[config.mk]
export PLATFORM = sky130hd
export DESIGN_NAME = word_block_fifo
export DESIGN_NICKNAME = d
export VERILOG_FILES = /design/src/rtl/word_block_fifo.sv
export SDC_FILE = /design/constraint.sdc
export NUM_CORES = 1
export LEC_CHECK = 0
export CAP_MARGIN = 20
export CORE_UTILIZATION = 40
export DETAILED_ROUTE_END_ITERATION = 16
export PLACE_DENSITY_LB_ADDON = 0.12
export SLEW_MARGIN = 20
export SYNTH_ARGS = -nofsm -noshare
export SYNTH_HDL_FRONTEND = slang
export SYNTH_SLANG_ARGS = --single-unit
[constraint.sdc]
create_clock -name clock -period 34.1 [get_ports clock]
set_input_delay 6.82 -clock clock [delete_from_list [all_inputs] [get_ports clock]]
set_output_delay 6.82 -clock clock [all_outputs]
set_load 0.02 [all_outputs]
[src/rtl/word_block_fifo.sv]
// Packs WSIZE words (first word in the MSBs) into RATIO-word blocks held in a DEPTH-entry first-word-fall-through FIFO; a block is visible 1 cycle after its last word.
// word_ready stalls only when the completing word would overflow a full FIFO or a flush is pending; `WORD_BLOCK_FIFO_FLUSH_EN enables partial-block flush.
module word_block_fifo #(
  parameter int WSIZE = 32,
  parameter int RATIO = 4,
  parameter int DEPTH = 8,
  localparam int BSIZE = WSIZE * RATIO,
  localparam int AW = $clog2(DEPTH),
  localparam int CW = $clog2(RATIO) + 1
) (
  input  logic             clock,
  input  logic             reset,
  input  logic [WSIZE-1:0] word_in,
  input  logic             word_valid,
  output logic             word_ready,
  output logic [BSIZE-1:0] block_out,
  output logic             block_valid,
  input  logic             block_ready,
  input  logic             flush,
  output logic [CW-1:0]    block_words,
  output logic [AW:0]      level,
  output logic             fifo_full,
  output logic             fifo_empty
);

  logic [AW:0]      wr_ptr_q, wr_ptr_d, rd_ptr_q, rd_ptr_d;
  logic [CW-1:0]    fill_q, fill_d;
  logic [BSIZE-1:0] asm_q, asm_d, asm_next;
  logic             flush_pending_q, flush_pending_d;
  logic [BSIZE-1:0] mem_q [DEPTH];
  logic             word_xfer, block_xfer, last_word, push;
  logic [BSIZE-1:0] push_dat;

  assign level       = wr_ptr_q - rd_ptr_q;
  assign fifo_full   = (level == (AW+1)'(DEPTH));
  assign fifo_empty  = (level == '0);
  assign block_valid = !fifo_empty;
  assign last_word   = (fill_q == CW'(RATIO - 1));
  assign word_ready  = (!last_word || !fifo_full) && !flush_pending_q;
  assign word_xfer   = word_valid && word_ready;
  assign block_xfer  = block_valid && block_ready;
  assign block_out   = block_valid ? mem_q[rd_ptr_q[AW-1:0]] : '0;

`ifdef WORD_BLOCK_FIFO_FLUSH_EN
  logic [CW-1:0] words_q [DEPTH];
  logic [CW-1:0] push_words;
  assign block_words = block_valid ? words_q[rd_ptr_q[AW-1:0]] : '0;
`else
  logic unused_flush;
  assign unused_flush = flush;
  assign block_words  = block_valid ? CW'(RATIO) : '0;
`endif

  always_comb begin
    asm_next = asm_q;
    for (int i = 0; i < RATIO; i++) begin
      if (word_xfer && fill_q == CW'(i)) asm_next[BSIZE-1-i*WSIZE -: WSIZE] = word_in;
    end
    fill_d          = fill_q;
    asm_d           = asm_q;
    flush_pending_d = flush_pending_q;
    push            = 1'b0;
    push_dat        = asm_next;
`ifdef WORD_BLOCK_FIFO_FLUSH_EN
    push_words      = CW'(RATIO);
`endif
    if (word_xfer) begin
      if (last_word) begin
        push   = 1'b1;
        fill_d = '0;
        asm_d  = '0;
      end else begin
        fill_d = fill_q + CW'(1);
        asm_d  = asm_next;
      end
    end
`ifdef WORD_BLOCK_FIFO_FLUSH_EN
    // A pending flush blocks new words, so it never competes with a full-block push.
    if (flush_pending_q) begin
      if (!fifo_full) begin
        push            = 1'b1;
        push_dat        = asm_q;
        push_words      = fill_q;
        fill_d          = '0;
        asm_d           = '0;
        flush_pending_d = 1'b0;
      end
    end else if (flush && fill_d != '0) begin
      flush_pending_d = 1'b1;
    end
`endif
    wr_ptr_d = wr_ptr_q + {{AW{1'b0}}, push};
    rd_ptr_d = rd_ptr_q + {{AW{1'b0}}, block_xfer};
  end

  always_ff @(posedge clock) begin
    if (reset) begin
      wr_ptr_q        <= '0;
      rd_ptr_q        <= '0;
      fill_q          <= '0;
      asm_q           <= '0;
      flush_pending_q <= 1'b0;
    end else begin
      wr_ptr_q        <= wr_ptr_d;
      rd_ptr_q        <= rd_ptr_d;
      fill_q          <= fill_d;
      asm_q           <= asm_d;
      flush_pending_q <= flush_pending_d;
    end
  end

  always_ff @(posedge clock) begin
    if (push && !reset) begin
      mem_q[wr_ptr_q[AW-1:0]]   <= push_dat;
`ifdef WORD_BLOCK_FIFO_FLUSH_EN
      words_q[wr_ptr_q[AW-1:0]] <= push_words;
`endif
    end
  end

endmodule

==> results_dict.tcl, run 1 <==
set metrics [dict create \
    status "finished, final reports clean" \
    hold_class "reg -> reg" \
    yosysMostFrequentCell "edfxtp_1" \
    seqPwrFrac_pct 41.1 \
    fillers 9343 \
    crit_buf_inv 3 \
    drc_errors 0 \
    wl_met3_microns 6690 \
    r2r_setup_slack_ns 28.03 \
    wl_met2_microns 55900 \
    setup_viol 0 \
    wl_microns 116000 \
    synth-edff-count 1024 \
    synthFlopType "edfxtp_1" \
    grt.total_usage_pct 20.6 \
    highest-signal-layer "met5" \
    p_clk_share_pct 34.0 \
    ys_seq_area_share_pct 74.3 \
    layout-drive-gt1-share_pct 23.5 \
    io-pin-count 176 \
    die_w_microns 338 \
    die_h_microns 338 \
    place.gp.congestion 0.710 \
    wl_per_cell_microns 28.4 \
    switchingPower_w 0.00111 \
    cts_buffers 121 \
    crit_top_cell "a21oi_1" \
    synth.largest_area_cell "edfxtp_1" \
    drv_slew 0 \
    gr-total-overflow 0 \
    syn_avg_cell_area_sq_um 19.7 \
    tightest_slew_ns 1.08 \
    clock_latency_ns 0.70 \
    rsz0062_at_grt "no" \
    via_count 22600 \
    setup_tns_ns 0 \
    critPathKind "reg -> out" \
    drtPass1Iterations 5 \
    path_clk_slew_ns 0.06 \
    async_flop_share_pct 0 \
    antenna_found_initial 12 \
    first_global_vias 23800 \
    end_kind "output port" \
    synth_top_area_share_pct 68.1 \
    via_per_inst 5.50 \
    vdd_ir_drop_max_mv 0.0572 \
    cts_resized 0 \
    path_cells "inv_6, ha_1, a21oi_1, and3_1, nor2_1, nor2_4, buf_4, a21oi_1, clkdlybuf4s50_1" \
    drt-met1-wl_microns 50900 \
    synth_warnings 0 \
    fin_cells 4100 \
    antenna_left 0 \
    maxSlewHeadroom_pct 27.4 \
    syn_inst 2298 \
    layout.nets 2554 \
    cts-root-buf "clkbuf_16" \
    power_leakage_nw 17.5 \
    hpwl_microns 59600 \
    pwr-share-comb_pct 24.9 \
    synth_cell_types 43 \
    grt_pass1_wl_microns 167000 \
    synth_area_sq_um 45200 \
    synth_seq_cells 1163 \
    dpl-instance-area_sq_um 48500 \
    start_util_pct 40.6 \
    power_density_nw_per_um2 73.0 \
    reg2reg_depth 12 \
    grt_max_degree 166 \
    min_period_over_period_pct 37.0 \
    yosys-top-cells-area "edfxtp_1 68%, mux4_2 13%, dfxtp_1 6.2%" \
    swShare_pct 28.9 \
    finalInstanceArea_sq_um 52500 \
    arrival_ns 5.79 \
    cp-start-kind "flip-flop" \
    die_area_sq_um 114000 \
    layout_min_cycle_time_ns 12.61 \
    cts.sink_count 1163 \
    slowest_stage "buf_4" \
    syn_to_final_growth_pct 16.4 \
    r2r-start "rd_ptr_q[0]$_SDFF_PP0_" \
    cts_setup_buffers 0 \
    worst_path_largest_cell_delay_ns 0.93 \
    rr_endpoint "mem_q[3][49]$_DFFE_PP_" \
    worstPathMaxFanout 75 \
    p_int_w 0.00273 \
    netlist_top_cells_count "1024 x edfxtp_1, 262 x nand2_1, 256 x mux4_2, 139 x dfxtp_1, 131 x a21oi_1" \
    coreArea_sq_um 111000 \
    core.rowCount 122 \
    crit_family "buffers and inverters" \
    htree_levels 3 \
    whs_endpoint "asm_q[4]$_SDFFE_PP0P_" \
    cts.path.max_buffers 3 \
    cts_tree "done" \
    portBuffers 172 \
    dp_cells 3869 \
    holdBufCountCts 0 \
    fin_worst_skew_ns 0.0221 \
    cp.required_ns 27.28 \
    hold_depth 1 \
    drv_cap 0 \
    drt_iter0_markers 1864 \
    fmax_mhz 79.3 \
    hold_viol 0 \
    holdCritStartpoint "asm_q[4]$_SDFFE_PP0P_" \
]
-- power by group through the flow --
stage                     Combinational, W  Sequential, W  Clock [W]
after detailed placement          0.000977        0.00161          0
after global placement            0.000976        0.00161          0
after CTS                         0.000980        0.00158    0.00133
after global routing               0.00102        0.00158    0.00138
after floorplan                   0.000581        0.00159          0
final                             0.000955        0.00158    0.00130
-- state kept, by name, summed over array words and instances (netlist names) --
register	flops
wr_ptr_q	4
fill_q	3
rd_ptr_q	4
mem_q	1024
asm_q	128
-- cells by family (layout without fill, tap and decap cells) --
family | Yosys count | after routing | share of synthesized area, %
xor+xnor | 6 | 6 | 0.133
flops | 1163 | 1163 | 74.3
fa+ha+maj | 12 | 12 | 0.349
other cells | 1 | 3 | 0.00830
mux | 384 | 384 | 16.7
buf+inv | 153 | 465 | 1.67
simple gates | 344 | 344 | 3.39
compound gates | 235 | 235 | 3.49
-- final cells by class --
type,instances,area (sq um),share of cell area [%]
timing repair buffer,225,2160,4.11
clock buffer,176,3430,6.54
antenna,1,2.50,0.00476
sequential,1163,33500,63.8
clock inverter,53,539,1.03
multi-input combinational,983,11000,20.9
tap,1488,1860,3.54
inverter,11,48.8,0.0929
-- through the flow --
| stage | utilization [%] | setup slack, ns | power (W) | hold slack (ns) |
|---|---|---|---|---|
| final | 47.2 | 21.49 | 0.00384 | 0.451 |
| after global routing | 47.2 | 21.13 | 0.00398 | 0.465 |
| after CTS | 47.2 | 21.35 | 0.00389 | 0.455 |
| after detailed placement | 43.6 | 22.11 | 0.00259 | 0.437 |
| after global placement | 43.6 | 22.11 | 0.00258 | 0.434 |
| after floorplan | - | 12.83 | 0.00217 | 0.422 |
-- cells in the final DEF (no fill, tap or decap), types with 49 or more instances in the layout --
cell and count:
dfxtp_1 136, clkdlybuf4s50_1 172, a21oi_1 131, mux4_2 256, nand2_1 262, mux2_4 90, buf_4 49, edfxtp_1 1024
a22o_1 96, clkbuf_16 121
-- worst max-delay path by stage --
stage / startpoint / endpoint / slack, ns / cells past startpoint
finish: rd_ptr_q[2]$_SDFF_PP0_ / block_out[66] / 21.49 / 9
CTS: rd_ptr_q[0]$_SDFF_PP0_ / block_out[66] / 21.35 / 9
global placement: rd_ptr_q[0]$_SDFF_PP0_ / block_out[66] / 22.11 / 9
detailed placement: rd_ptr_q[0]$_SDFF_PP0_ / block_out[66] / 22.11 / 9
global route: rd_ptr_q[0]$_SDFF_PP0_ / block_out[70] / 21.13 / 9
floorplan: reset / mem_q[0][0]$_DFFE_PP_ / 12.83 / 3
-- per-layer routing --
layer  vias up  track usage [%]
li1       9630                -
met1     12200             28.9
met2       610             33.5
met3       137             3.17
met4         4             5.94
met5         -                0
Note: power is estimated with default switching activity, not from simulation.
==> run 2: changes to the inputs <==
==> constraint.sdc (replaced) <==
create_clock -name clock -period 11.1 [get_ports clock]
set_input_delay 2.22 -clock clock [delete_from_list [all_inputs] [get_ports clock]]
set_output_delay 2.22 -clock clock [all_outputs]
set_load 0.02 [all_outputs]
==> run 2 against run 1 <==
Critical path type unchanged. Hold slack got worse by 0.0033 ns. Non-clock buffer count decreased by 7. Critical endpoint is now block_out[59]. First-iteration DRC count decreased by 4.7%.
==> results_dict.tcl, run 2 (same netlist as run 1, synthesis figures left out) <==
set metrics [dict create \
    core.rowCount 122 \
    drv_cap 0 \
    hold_viol 0 \
    final_common_cell "edfxtp_1" \
    critPathKind "reg -> out" \
    cp-start-kind "flip-flop" \
    gr-total-overflow 0 \
    via_per_inst 5.50 \
    dpl-instance-area_sq_um 48500 \
    wl_microns 116000 \
    layout.nets 2556 \
    htree_levels 4 \
    r2r_setup_slack_ns 5.60 \
    die_h_microns 338 \
    layout-drive-gt1-share_pct 23.0 \
    crit_family "buffers and inverters" \
    rsz0062_at_grt "no" \
    cts.sink_count 1163 \
    crit_buf_inv 3 \
    largest_register_ffs 1024 \
    portBuffers 172 \
    wl_per_cell_microns 28.2 \
    cts-root-buf "clkbuf_16" \
    arrival_ns 5.11 \
    via_count 22500 \
    worstPathMaxFanout 74 \
    first_global_vias 24000 \
    die_w_microns 338 \
    setup_tns_ns 0 \
    status "finished, final reports clean" \
    drv_slew 0 \
    antenna_left 0 \
    drt_iter0_markers 1777 \
    path_clk_slew_ns 0.06 \
    hpwl_microns 60400 \
    holdBufCountCts 0 \
    cts_setup_buffers 0 \
    hold_class "reg -> reg" \
    tightest_slew_ns 1.15 \
    coreArea_sq_um 111000 \
    slowest_stage "dfxtp_4" \
    power_density_nw_per_um2 225 \
    grt_max_degree 161 \
    io-pin-count 176 \
    antenna_found_initial 16 \
    grt_pass1_wl_microns 167000 \
    path_cells "inv_1, fa_1, xor2_1, or3_1, nor2_4, buf_12, a21oi_1, clkdlybuf4s50_1" \
    drtPass1Iterations 5 \
    worst_path_largest_cell_delay_ns 0.90 \
    start_util_pct 40.6 \
    fmax_mhz 136 \
    cts_resized 0 \
    die_area_sq_um 114000 \
    antenna_cells 0 \
    cp.required_ns 8.88 \
    layout_min_cycle_time_ns 7.33 \
    grt.total_usage_pct 20.8 \
    cts_buffers 130 \
    power_leakage_nw 17.5 \
    fin_worst_skew_ns 0.0284 \
    min_period_over_period_pct 66.1 \
    seqCellArea_sq_um 33500 \
    mostFrequentLayoutCells "1024 x edfxtp_1, 262 x nand2_1, 256 x mux4_2" \
    end_kind "output port" \
    syn_to_final_growth_pct 16.5 \
    setup_viol 0 \
    cts_tree "done" \
    multi_input_area_sq_um 11000 \
    drc_errors 0 \
    place.gp.congestion 0.704 \
    clock_latency_ns 0.72 \
    vdd_ir_drop_max_mv 0.190 \
    fillers 9275 \
    finalInstanceArea_sq_um 52600 \
    cts.path.max_buffers 3 \
    maxSlewHeadroom_pct 23.0 \
]
## run 2: cell type report
class	instances	share of cell area (%)
sequential	1163	63.8
multi-input combinational	983	20.9
clock buffer	188	7.03
timing repair buffer	218	4.04
tap	1488	3.54
clock inverter	46	0.687
inverter	11	0.0880
## run 2: worst paths after layout
| kind | cells past startpoint | end | from |
|---|---|---|---|
| min reg2reg | 1 | asm_q[15]$_SDFFE_PP0P_ | asm_q[15]$_SDFFE_PP0P_ |
| min | 1 | asm_q[15]$_SDFFE_PP0P_ | asm_q[15]$_SDFFE_PP0P_ |
| max reg2reg | 11 | mem_q[5][81]$_DFFE_PP_ | rd_ptr_q[1]$_SDFF_PP0_ |
| max | 8 | block_out[59] | rd_ptr_q[1]$_SDFF_PP0_ |
## run 2: through the flow
step	std cells	hold WS (ns)	util, %	power (W)	setup slack, ns
after floorplan	2299	0.422	-	0.00666	0.739
after global placement	3862	0.434	43.6	0.00794	4.41
after detailed placement	3862	0.436	43.6	0.00795	4.39
after CTS	4096	0.453	47.2	0.0120	3.63
after global routing	4097	0.467	47.3	0.0123	3.56
final	4097	0.448	47.3	0.0119	3.77
## run 2: per-layer routing
| metal | part of all wire [%] | wire, microns | up-vias | track usage [%] |
|---|---|---|---|---|
| li1 | - | - | 9630 | - |
| met2 | 47 | 54700 | 674 | 33.1 |
| met1 | 43 | 49600 | 12000 | 28.3 |
| met5 | 0.080 | 92 | - | 0 |
| met3 | 7.0 | 8100 | 168 | 4.75 |
| met4 | 2.8 | 3180 | 12 | 6.76 |
## run 2: power breakdown
| part | total (W) | leakage, nW | internal, W | switching, W |
|---|---|---|---|---|
| Combinational | 0.00297 | 4.73 | 0.00127 | 0.00170 |
| Clock | 0.00407 | 1.99 | 0.00242 | 0.00165 |
| Sequential | 0.00481 | 10.8 | 0.00478 | 0.0000323 |
| Total | 0.0119 | 17.5 | 0.00847 | 0.00338 |
==> run 3: changes to the inputs <==
==> constraint.sdc (replaced) <==
create_clock -name clock -period 6.7 [get_ports clock]
set_input_delay 1.34 -clock clock [delete_from_list [all_inputs] [get_ports clock]]
set_output_delay 1.34 -clock clock [all_outputs]
set_load 0.02 [all_outputs]
==> run 3 against run 2 <==
Sequential power rose by 66%. Critical path depth fell by 2. Clock-buffer cell count fell by 12. Global-route usage fell by 0.12 points. Clock power rose by 65%. Critical path type unchanged. Largest cell class unchanged. Largest power group unchanged.
==> results_dict.tcl, run 3 (same netlist as run 1, synthesis figures left out) <==
set metrics [dict create \
    p_clk_share_pct 34.1 \
    start_util_pct 40.6 \
    arrival_ns 4.39 \
    drtPass1Iterations 5 \
    crit_family "buffers and inverters" \
    fin_ws_ns 0.969 \
    place_ws_ns 1.60 \
    layout-drive-gt1-share_pct 23.5 \
    seqPwrFrac_pct 40.6 \
    gr-total-overflow 0 \
    dpl-instance-area_sq_um 48900 \
    io-pin-count 176 \
    grt_pass1_wl_microns 167000 \
    drv_cap 0 \
    hold_viol 0 \
    worst_path_largest_cell_delay_ns 0.74 \
    antenna_found_initial 19 \
    die_area_sq_um 114000 \
    layout.nets 2559 \
    via_count 22500 \
    cts_tree "done" \
    cts.path.max_buffers 3 \
    clock_latency_ns 0.70 \
    hpwl_microns 60200 \
    path_clk_slew_ns 0.06 \
    power_density_nw_per_um2 373 \
    via_per_inst 5.48 \
    rsz0062_at_grt "no" \
    hold_class "reg -> reg" \
    place.gp.congestion 0.701 \
    crit_buf_inv 3 \
    fmax_mhz 175 \
    drv_slew 0 \
    final_common_cell "edfxtp_1" \
    cp-start-kind "flip-flop" \
    drc_errors 0 \
    finalInstanceArea_sq_um 52900 \
    maxSlewHeadroom_pct 25.8 \
    portBuffers 172 \
    fin_worst_skew_ns 0.0194 \
    worstPathMaxFanout 109 \
    status "finished, final reports clean" \
    cp.required_ns 5.36 \
    first_global_vias 23800 \
    die_h_microns 338 \
    slowest_stage "buf_4" \
    p_int_w 0.0140 \
    die_w_microns 338 \
    wl_microns 116000 \
    pwr-share-comb_pct 25.3 \
    vdd_ir_drop_max_mv 0.320 \
    cts_buffers 121 \
    wl_per_cell_microns 28.2 \
    drt_iter0_markers 1795 \
    grt_max_degree 149 \
    syn_to_final_growth_pct 17.1 \
    power_leakage_nw 17.6 \
    coreArea_sq_um 111000 \
    core.rowCount 122 \
    antenna_left 0 \
    cts.sink_count 1163 \
    layout_min_cycle_time_ns 5.73 \
    path_cells "buf_12, buf_4, mux4_2, nand2_1, a21oi_1, clkdlybuf4s50_1" \
    r2r_setup_slack_ns 2.56 \
    mostFrequentLayoutCells "1024 x edfxtp_1, 261 x nand2_1, 256 x mux4_2" \
    cts-root-buf "clkbuf_16" \
    cts_resized 0 \
    swShare_pct 28.7 \
    power_w 0.0197 \
    min_period_over_period_pct 85.5 \
    grt.total_usage_pct 20.7 \
    cts_setup_buffers 0 \
    setup_viol 0 \
    switchingPower_w 0.00564 \
    holdBufCountCts 0 \
    end_kind "output port" \
    largest_register_ffs 1024 \
    tightest_slew_ns 1.11 \
    htree_levels 3 \
    critPathKind "reg -> out" \
    final_core_util_pct 47.5 \
]
## run 3: changes by cell type in the layout (fill, tap and decap cells not counted), moves of 2 or more
cell,previous run,this run
buf_12,3,18
buf_4,41,37
bufinv_16,5,10
clkbuf_1,40,36
clkbuf_16,134,126
clkinv_1,18,15
clkinv_2,17,21
clkinvlp_4,1,4
diode_2,0,2
## run 3: worst paths after layout
path / from / end / depth (start not counted)
hold / removal: asm_q[16]$_SDFFE_PP0P_ / asm_q[16]$_SDFFE_PP0P_ / 1
setup reg to reg: rd_ptr_q[1]$_SDFF_PP0_ / mem_q[1][65]$_DFFE_PP_ / 11
hold reg to reg: asm_q[16]$_SDFFE_PP0P_ / asm_q[16]$_SDFFE_PP0P_ / 1
setup / recovery: rd_ptr_q[0]$_SDFF_PP0_ / block_out[18] / 6
## run 3: cell type report
cell class              instances  area [sq um]
diodes                          2          5.00
clock buffers                 176          3480
clock inverters                53           518
fillers                      9205         58400
inverters                      11          48.8
multi-input cells             983         11000
flip-flops and latches       1163         33500
well taps                    1488          1860
repair buffers                230          2400
## run 3: worst register-to-register path, stage by stage (launching register included)
cell	delay, ns
dfxtp_4	0.80
inv_1	0.21
fa_2	0.43
xor2_4	0.15
buf_4	0.18
nor3_4	0.07
nand3_4	0.15
nand2_4	0.13
inv_6	0.37
nand2_2	0.25
nor4_4	0.46
buf_12	0.48
## run 3: per-layer routing
layer	GRT usage, %	vias to the layer above	routed length [microns]
met2	34.0	648	56600
met3	3.13	166	6910
met1	28.5	12100	49100
met5	0	-	31
li1	-	9641	-
met4	6.15	4	3110
## run 3: stage by stage
step	hold WS, ns	std cells	setup TNS (ns)
5_1_grt	0.470	4104	0
6_report	0.450	4106	0
3_3_place_gp	0.434	3873	0
2_1_floorplan	0.422	2299	-733.85
3_5_place_dp	0.436	3875	0
4_1_cts	0.455	4104	0
## run 3: power by group through the flow
stage / sequential [W] / clock (W) / combinational (W)
CTS: 0.00799 / 0.00682 / 0.00514
finish: 0.00799 / 0.00671 / 0.00499
detailed placement: 0.00815 / 0 / 0.00513
global placement: 0.00814 / 0 / 0.00511
floorplan: 0.00808 / 0 / 0.00298
global route: 0.00800 / 0.00710 / 0.00532
